## src/rtl/sme_pkg.sv

```systemverilog
// Shared constants and FSM state type for the SME record feeder.
package sme_pkg;

  localparam int unsigned STR_MAX = 32;
  localparam int unsigned PAT_MAX = 8;
  localparam int unsigned TIMEOUT = 64;

  localparam logic [7:0] META_ANCHOR = 8'h5E;  // '^'
  localparam logic [7:0] META_END    = 8'h24;  // '$'
  localparam logic [7:0] META_ANY    = 8'h2E;  // '.'

  typedef enum logic [2:0] {
    StIdle,
    StRecv,
    StSendStr,
    StSendPat,
    StWaitRes
  } state_e;

endpackage

```

## src/rtl/sme_byte_buf.sv

```systemverilog
// Record byte store: synchronous write, combinational read by index.
module sme_byte_buf #(
  parameter int unsigned Depth = 32,
  parameter int unsigned Width = 8
) (
  input  logic                     clk_i,
  input  logic                     we_i,
  input  logic [$clog2(Depth)-1:0] waddr_i,
  input  logic [Width-1:0]         wdata_i,
  input  logic [$clog2(Depth)-1:0] raddr_i,
  output logic [Width-1:0]         rdata_o
);

  logic [Width-1:0] mem_q [Depth];

  always_ff @(posedge clk_i) begin
    if (we_i) begin
      mem_q[waddr_i] <= wdata_i;
    end
  end

  assign rdata_o = mem_q[raddr_i];

endmodule

```

## src/rtl/sme_feeder.sv

```systemverilog
// Buffers one host record (string or pattern), replays it to the SME, and for
// patterns waits for the SME result strobe with a timeout.
module sme_feeder
  import sme_pkg::*;
(
  input  logic       clk,
  input  logic       reset,
  input  logic [7:0] in_data,
  input  logic       in_valid,
  input  logic       in_kind,
  input  logic       in_last,
  output logic       in_ready,
  output logic [7:0] chardata,
  output logic       isstring,
  output logic       ispattern,
  input  logic       sme_valid,
  output logic       busy,
  output logic       err
);

  state_e     state_q, state_d;
  logic [5:0] cnt_q, cnt_d;
  logic [5:0] len_q, len_d;
  logic [5:0] tmo_q, tmo_d;
  logic       kind_q, kind_d;
  logic       drop_q, drop_d;
  logic       sent_q, sent_d;
  logic       err_q, err_d;
  logic       live_q;
  logic       acc, cur_kind, buf_we;
  logic [5:0] max_len;
  logic [7:0] buf_rdata;

  // in_ready stays low until the first edge after reset release.
  assign in_ready = live_q && ((state_q == StIdle) || (state_q == StRecv));
  assign acc      = in_valid && in_ready;
  assign cur_kind = (state_q == StIdle) ? in_kind : kind_q;
  assign max_len  = cur_kind ? 6'(PAT_MAX) : 6'(STR_MAX);

  always_comb begin
    state_d = state_q;
    cnt_d   = cnt_q;
    len_d   = len_q;
    tmo_d   = tmo_q;
    kind_d  = kind_q;
    drop_d  = drop_q;
    sent_d  = sent_q;
    err_d   = 1'b0;
    buf_we  = 1'b0;
    unique case (state_q)
      StIdle, StRecv: begin
        if (acc) begin
          if (state_q == StIdle) kind_d = in_kind;
          if (drop_q) begin
            if (in_last) begin
              drop_d  = 1'b0;
              cnt_d   = '0;
              state_d = StIdle;
            end
          end else if (cnt_q == max_len) begin
            err_d = 1'b1;
            cnt_d = '0;
            if (in_last) begin
              state_d = StIdle;
            end else begin
              drop_d  = 1'b1;
              state_d = StRecv;
            end
          end else begin
            buf_we = 1'b1;
            if (in_last) begin
              len_d = cnt_q + 6'd1;
              cnt_d = '0;
              if (!cur_kind) begin
                state_d = StSendStr;
                sent_d  = 1'b1;
              end else if (sent_q) begin
                state_d = StSendPat;
              end else begin
                err_d   = 1'b1;
                state_d = StIdle;
              end
            end else begin
              cnt_d   = cnt_q + 6'd1;
              state_d = StRecv;
            end
          end
        end
      end
      StSendStr: begin
        if (cnt_q == len_q - 6'd1) begin
          cnt_d   = '0;
          state_d = StIdle;
        end else begin
          cnt_d = cnt_q + 6'd1;
        end
      end
      StSendPat: begin
        if (cnt_q == len_q - 6'd1) begin
          cnt_d   = '0;
          tmo_d   = '0;
          state_d = StWaitRes;
        end else begin
          cnt_d = cnt_q + 6'd1;
        end
      end
      StWaitRes: begin
        if (sme_valid) begin
          tmo_d   = '0;
          state_d = StIdle;
        end else if (tmo_q == 6'(TIMEOUT - 1)) begin
          err_d   = 1'b1;
          tmo_d   = '0;
          state_d = StIdle;
        end else begin
          tmo_d = tmo_q + 6'd1;
        end
      end
      default: state_d = StIdle;
    endcase
  end

  always_ff @(posedge clk or negedge reset) begin
    if (!reset) begin
      state_q <= StIdle;
      cnt_q   <= '0;
      len_q   <= '0;
      tmo_q   <= '0;
      kind_q  <= 1'b0;
      drop_q  <= 1'b0;
      sent_q  <= 1'b0;
      err_q   <= 1'b0;
      live_q  <= 1'b0;
    end else begin
      state_q <= state_d;
      cnt_q   <= cnt_d;
      len_q   <= len_d;
      tmo_q   <= tmo_d;
      kind_q  <= kind_d;
      drop_q  <= drop_d;
      sent_q  <= sent_d;
      err_q   <= err_d;
      live_q  <= 1'b1;
    end
  end

  sme_byte_buf #(
    .Depth(STR_MAX),
    .Width(8)
  ) u_buf (
    .clk_i  (clk),
    .we_i   (buf_we),
    .waddr_i(cnt_q[4:0]),
    .wdata_i(in_data),
    .raddr_i(cnt_q[4:0]),
    .rdata_o(buf_rdata)
  );

  assign isstring  = (state_q == StSendStr);
  assign ispattern = (state_q == StSendPat);
  assign chardata  = (isstring || ispattern) ? buf_rdata : 8'h00;
  assign busy      = (state_q == StSendStr) || (state_q == StSendPat) || (state_q == StWaitRes);
  assign err       = err_q;

endmodule

```

## config.mk

```make
export PLATFORM = sky130hd
export DESIGN_NAME = sme_feeder
export DESIGN_NICKNAME = d
export VERILOG_FILES = /design/src/rtl/sme_pkg.sv /design/src/rtl/sme_byte_buf.sv /design/src/rtl/sme_feeder.sv
export SDC_FILE = /design/constraint.sdc
export NUM_CORES = 1
export LEC_CHECK = 0
export CAP_MARGIN = 15
export CORE_ASPECT_RATIO = 1.25
export CORE_MARGIN = 1
export CORE_UTILIZATION = 36
export DETAILED_ROUTE_END_ITERATION = 6
export PLACE_DENSITY = 0.5
export SLEW_MARGIN = 25
export SYNTH_ARGS = -nofsm -noshare
export SYNTH_HDL_FRONTEND = slang
export SYNTH_SLANG_ARGS = --single-unit
```

## constraint.sdc

```tcl
create_clock -name clk -period 2.6 [get_ports clk]
set_input_delay 0.39 -clock clk [delete_from_list [all_inputs] [get_ports clk]]
set_output_delay 0.39 -clock clk [all_outputs]
set_load 0.05 [all_outputs]
```

==> run_results.csv <==
group,metric,value,unit
status,status,"finished with violations",
status,violations,"negative setup slack",
clock_network,cts_hold_buf,0,
clock_network,cts_num_sinks,282,
logic_synthesis,async_flop_share,9.22,%
logic_synthesis,synth_edf_count,256,
grt,grt-ovfl-total,0,
logic_synthesis,syn_inst,603,
grt,grt_pass1_vias,6581,
finish,layout_common_cells,"256 x edfxtp_1, 92 x buf_4, 64 x mux4_2",
clock_network,cts_root_buffer,"clkbuf_16",
grt,grt_usage,17.0,%
routing,detail-route-antenna-nets,0,
logic_synthesis,synthesis.nets,623,
min_path,hold_path.class,"primary input to async pin",
logic_synthesis,synthMuxAreaShare,13.6,%
grt,grt_pass1_wl,41.1,mm
finish,nets,754,
logic_synthesis,synthFlopType,"edfxtp_1",
timing,setup_slack,-420,ps
floorplanning,initial_utilization,36.7,%
logic_synthesis,ys_seq_elements,282,
clock_network,cts_tree,"yes",
grt,antenna_found_initial,0,
clock_network,clock_path_buffers,3,
floorplanning,die_h,201,um
clock_network,clk_pin_slew,60,ps
logic_synthesis,syn_area,11400,um2
power_and_ir_drop,ir_worst_vdd,0.000529,V
place,placement.io_buffers,26,
timing,fin_crit,3020,ps
routing,first_pass_iters,6,
routing,routed_wl,26.7,mm
routing,drt_iter0_drc,525,
floorplanning,die_x,161,um
clock_network,htreeDepth,1,
logic_synthesis,synth_cell_type_count,54,
timing,setup_viol,8,
logic_synthesis,synth-xor-area-share,1.15,%
logic_synthesis,ys_warn_count,0,
setup_path,crit_fanout,10,
timing,fmax,331,MHz
routing,vias,6170,
logic_synthesis,synth_compound_area_share,4.88,%
logic_synthesis,synth_top_family_by_area,"multiplexers",
floorplanning,core-area,31100,um2
routing,via_per_inst,5.31,
logic_synthesis,synth_area_per_cell,18.9,um2
place,dp_hpwl,18.1,mm
setup_path,worstSetupPathType,"flop to primary output",
routing,drc,0,
setup_path,startpoint_type,"flop",
timing,fin_crit_sh,116,%
setup_path,cp.arrival,2630,ps
timing,hold_viol_final,0,
logic_synthesis,synth-adder-area-share,0.658,%
timing,clock_skew,11.7,ps
place,gp_congestion,0.788,
floorplanning,io_pins,27,
timing,max_slew_margin,58.4,%
routing,wl_per_cell,23.0,um
floorplanning,die-area,32400,um2
grt,grt_max_degree,33,
finish,drive_gt1_share,33.9,%
timing,fin_tns_setup,-3000,ps
setup_path,worstPathRequired,2210,ps
logic_synthesis,ys_seq_area_share,73.1,%
clock_network,numCtsBuffers,30,
timing,drv_slew,0,
run,maxCapViolCount,0,
finish,area_delta_synth_final,23.2,%
setup_path,cp-end-kind,"primary output",
finish,layout_commonest_cell,"edfxtp_1",
clock_network,insertion_delay,550,ps
power_and_ir_drop,p_per_area,931,nW/um2
finish,multi_input_area,3030,um2
logic_synthesis,yosys.area_share.simple,5.03,%
finish,num_antenna_cells,0,
power_and_ir_drop,power_leakage,4.68,nW
floorplanning,std_cell_rows,72,
finish,nFillCells,2691,
timing,worstMarginPinSlew,622,ps
timing,rsz0062_at_grt,"true",
place,dp_slack,38.9,ps
finish,seqCellArea,8340,um2
registers in the layout (all words and copies together) (netlist names), 3 cells and up:
| register | count |
|---|---|
| cnt_q | 6 |
| len_q | 6 |
| state_q | 3 |
| tmo_q | 6 |
| u_buf.mem_q | 256 |
worst max-delay path, cell delays in order (launching register included):
cell and delay (ps):
dfrtp_4 480, buf_12 160, mux4_2 540, a22o_1 240, a221oi_2 190, buf_4 170, a31oi_2 110, buf_6 180
synth_stat cells, drive strengths merged, types with 2 or more instances:
| cell | n | area, um2 |
|---|---|---|
| edfxtp | 256 | 7690 |
| mux4 | 64 | 1440 |
| nor2 | 44 | 165 |
| dfrtp | 26 | 651 |
| buf | 21 | 114 |
| a22oi | 17 | 128 |
| nand3 | 15 | 87.6 |
| nand2 | 13 | 48.8 |
| a31oi | 10 | 62.6 |
| inv | 10 | 37.5 |
| xnor2 | 10 | 87.6 |
| o21ai | 9 | 45.0 |
| a21oi | 8 | 40.0 |
| a221oi | 8 | 70.1 |
| a22o | 8 | 70.1 |
| clkbuf | 8 | 30.0 |
| nor3 | 8 | 50.1 |
| ha | 6 | 75.1 |
| mux2i | 5 | 66.3 |
| xor2 | 5 | 43.8 |
| mux2 | 4 | 45.0 |
| nand2b | 4 | 25.0 |
| nor3b | 4 | 35.0 |
| and2 | 3 | 18.8 |
| and3 | 3 | 18.8 |
| o22ai | 3 | 18.8 |
| or2 | 3 | 18.8 |
| a21o | 2 | 15.0 |
| a41oi | 2 | 25.0 |
| and3b | 2 | 17.5 |
| nand3b | 2 | 15.0 |
| nand4 | 2 | 12.5 |
| nor2b | 2 | 12.5 |
| o2111ai | 2 | 17.5 |
| o31a | 2 | 17.5 |
| o31ai | 2 | 15.0 |
| or3b | 2 | 20.0 |
layout make-up:
| type | instances | share of cell area [%] |
|---|---|---|
| clock buffers | 37 | 5.53 |
| clock inverters | 16 | 1.34 |
| inverters | 10 | 0.267 |
| multi-input cells | 282 | 21.5 |
| flip-flops and latches | 282 | 59.4 |
| well taps | 407 | 3.62 |
| repair buffers | 128 | 8.34 |
stage by stage:
stage	std cells	util (%)	hold WS [ps]	total power, mW	instance area (um2)
6_report	1162	45.2	211	13.1	14100
5_1_grt	1162	45.2	242	13.6	14100
4_1_cts	1161	45.2	213	13.2	14000
3_5_place_dp	1106	41.6	495	8.86	12900
3_3_place_gp	1106	41.6	490	8.83	12900
2_1_floorplan	603	-	94.4	7.44	11500
logic make-up (layout without fill, tap and decap cells):
logic type               Yosys count  count (layout)
multiplexers                      73              73
buffers and inverters             39             191
AND/OR/NAND/NOR                  110             110
XOR/XNOR                          15              15
AO/OA/AOI/OAI                     77              77
other                              1               1
adder cells (fa/ha/maj)            6               6
flip-flops                       282             282
per-layer routing:
layer / track usage (%) / wire length [um]
met5: 0 / 0
met4: 3.57 / 402
met3: 2.54 / 1190
met2: 29.7 / 13900
met1: 22.3 / 11200
what timing repair did:
item,in CTS,in global routing
endpoints found under the setup margin,9,8
resized for setup,26,2
pin swaps,3,1
buffers inserted,3,1
where the power goes:
| part | internal, mW | total (mW) | switching (mW) |
|---|---|---|---|
| clock network | 2.50 | 4.17 | 1.67 |
| registers | 5.10 | 5.25 | 0.153 |
| logic | 1.78 | 3.67 | 1.89 |
| total | 9.38 | 13.1 | 3.71 |
path summary, 6_finish.rpt:
path,startpoint,to,slack (ps),depth (start not counted)
max,cnt_q[0],chardata[4],-420,7
min,reset,tmo_q[0],210,2
max reg2reg,cnt_q[0],u_buf.mem_q[29][0],190,10
min reg2reg,kind_q,kind_q,510,2
max in group asynchronous,reset,cnt_q[0],2080,2
min in group clk,kind_q,kind_q,510,2
(Power assumes the default switching activity.)
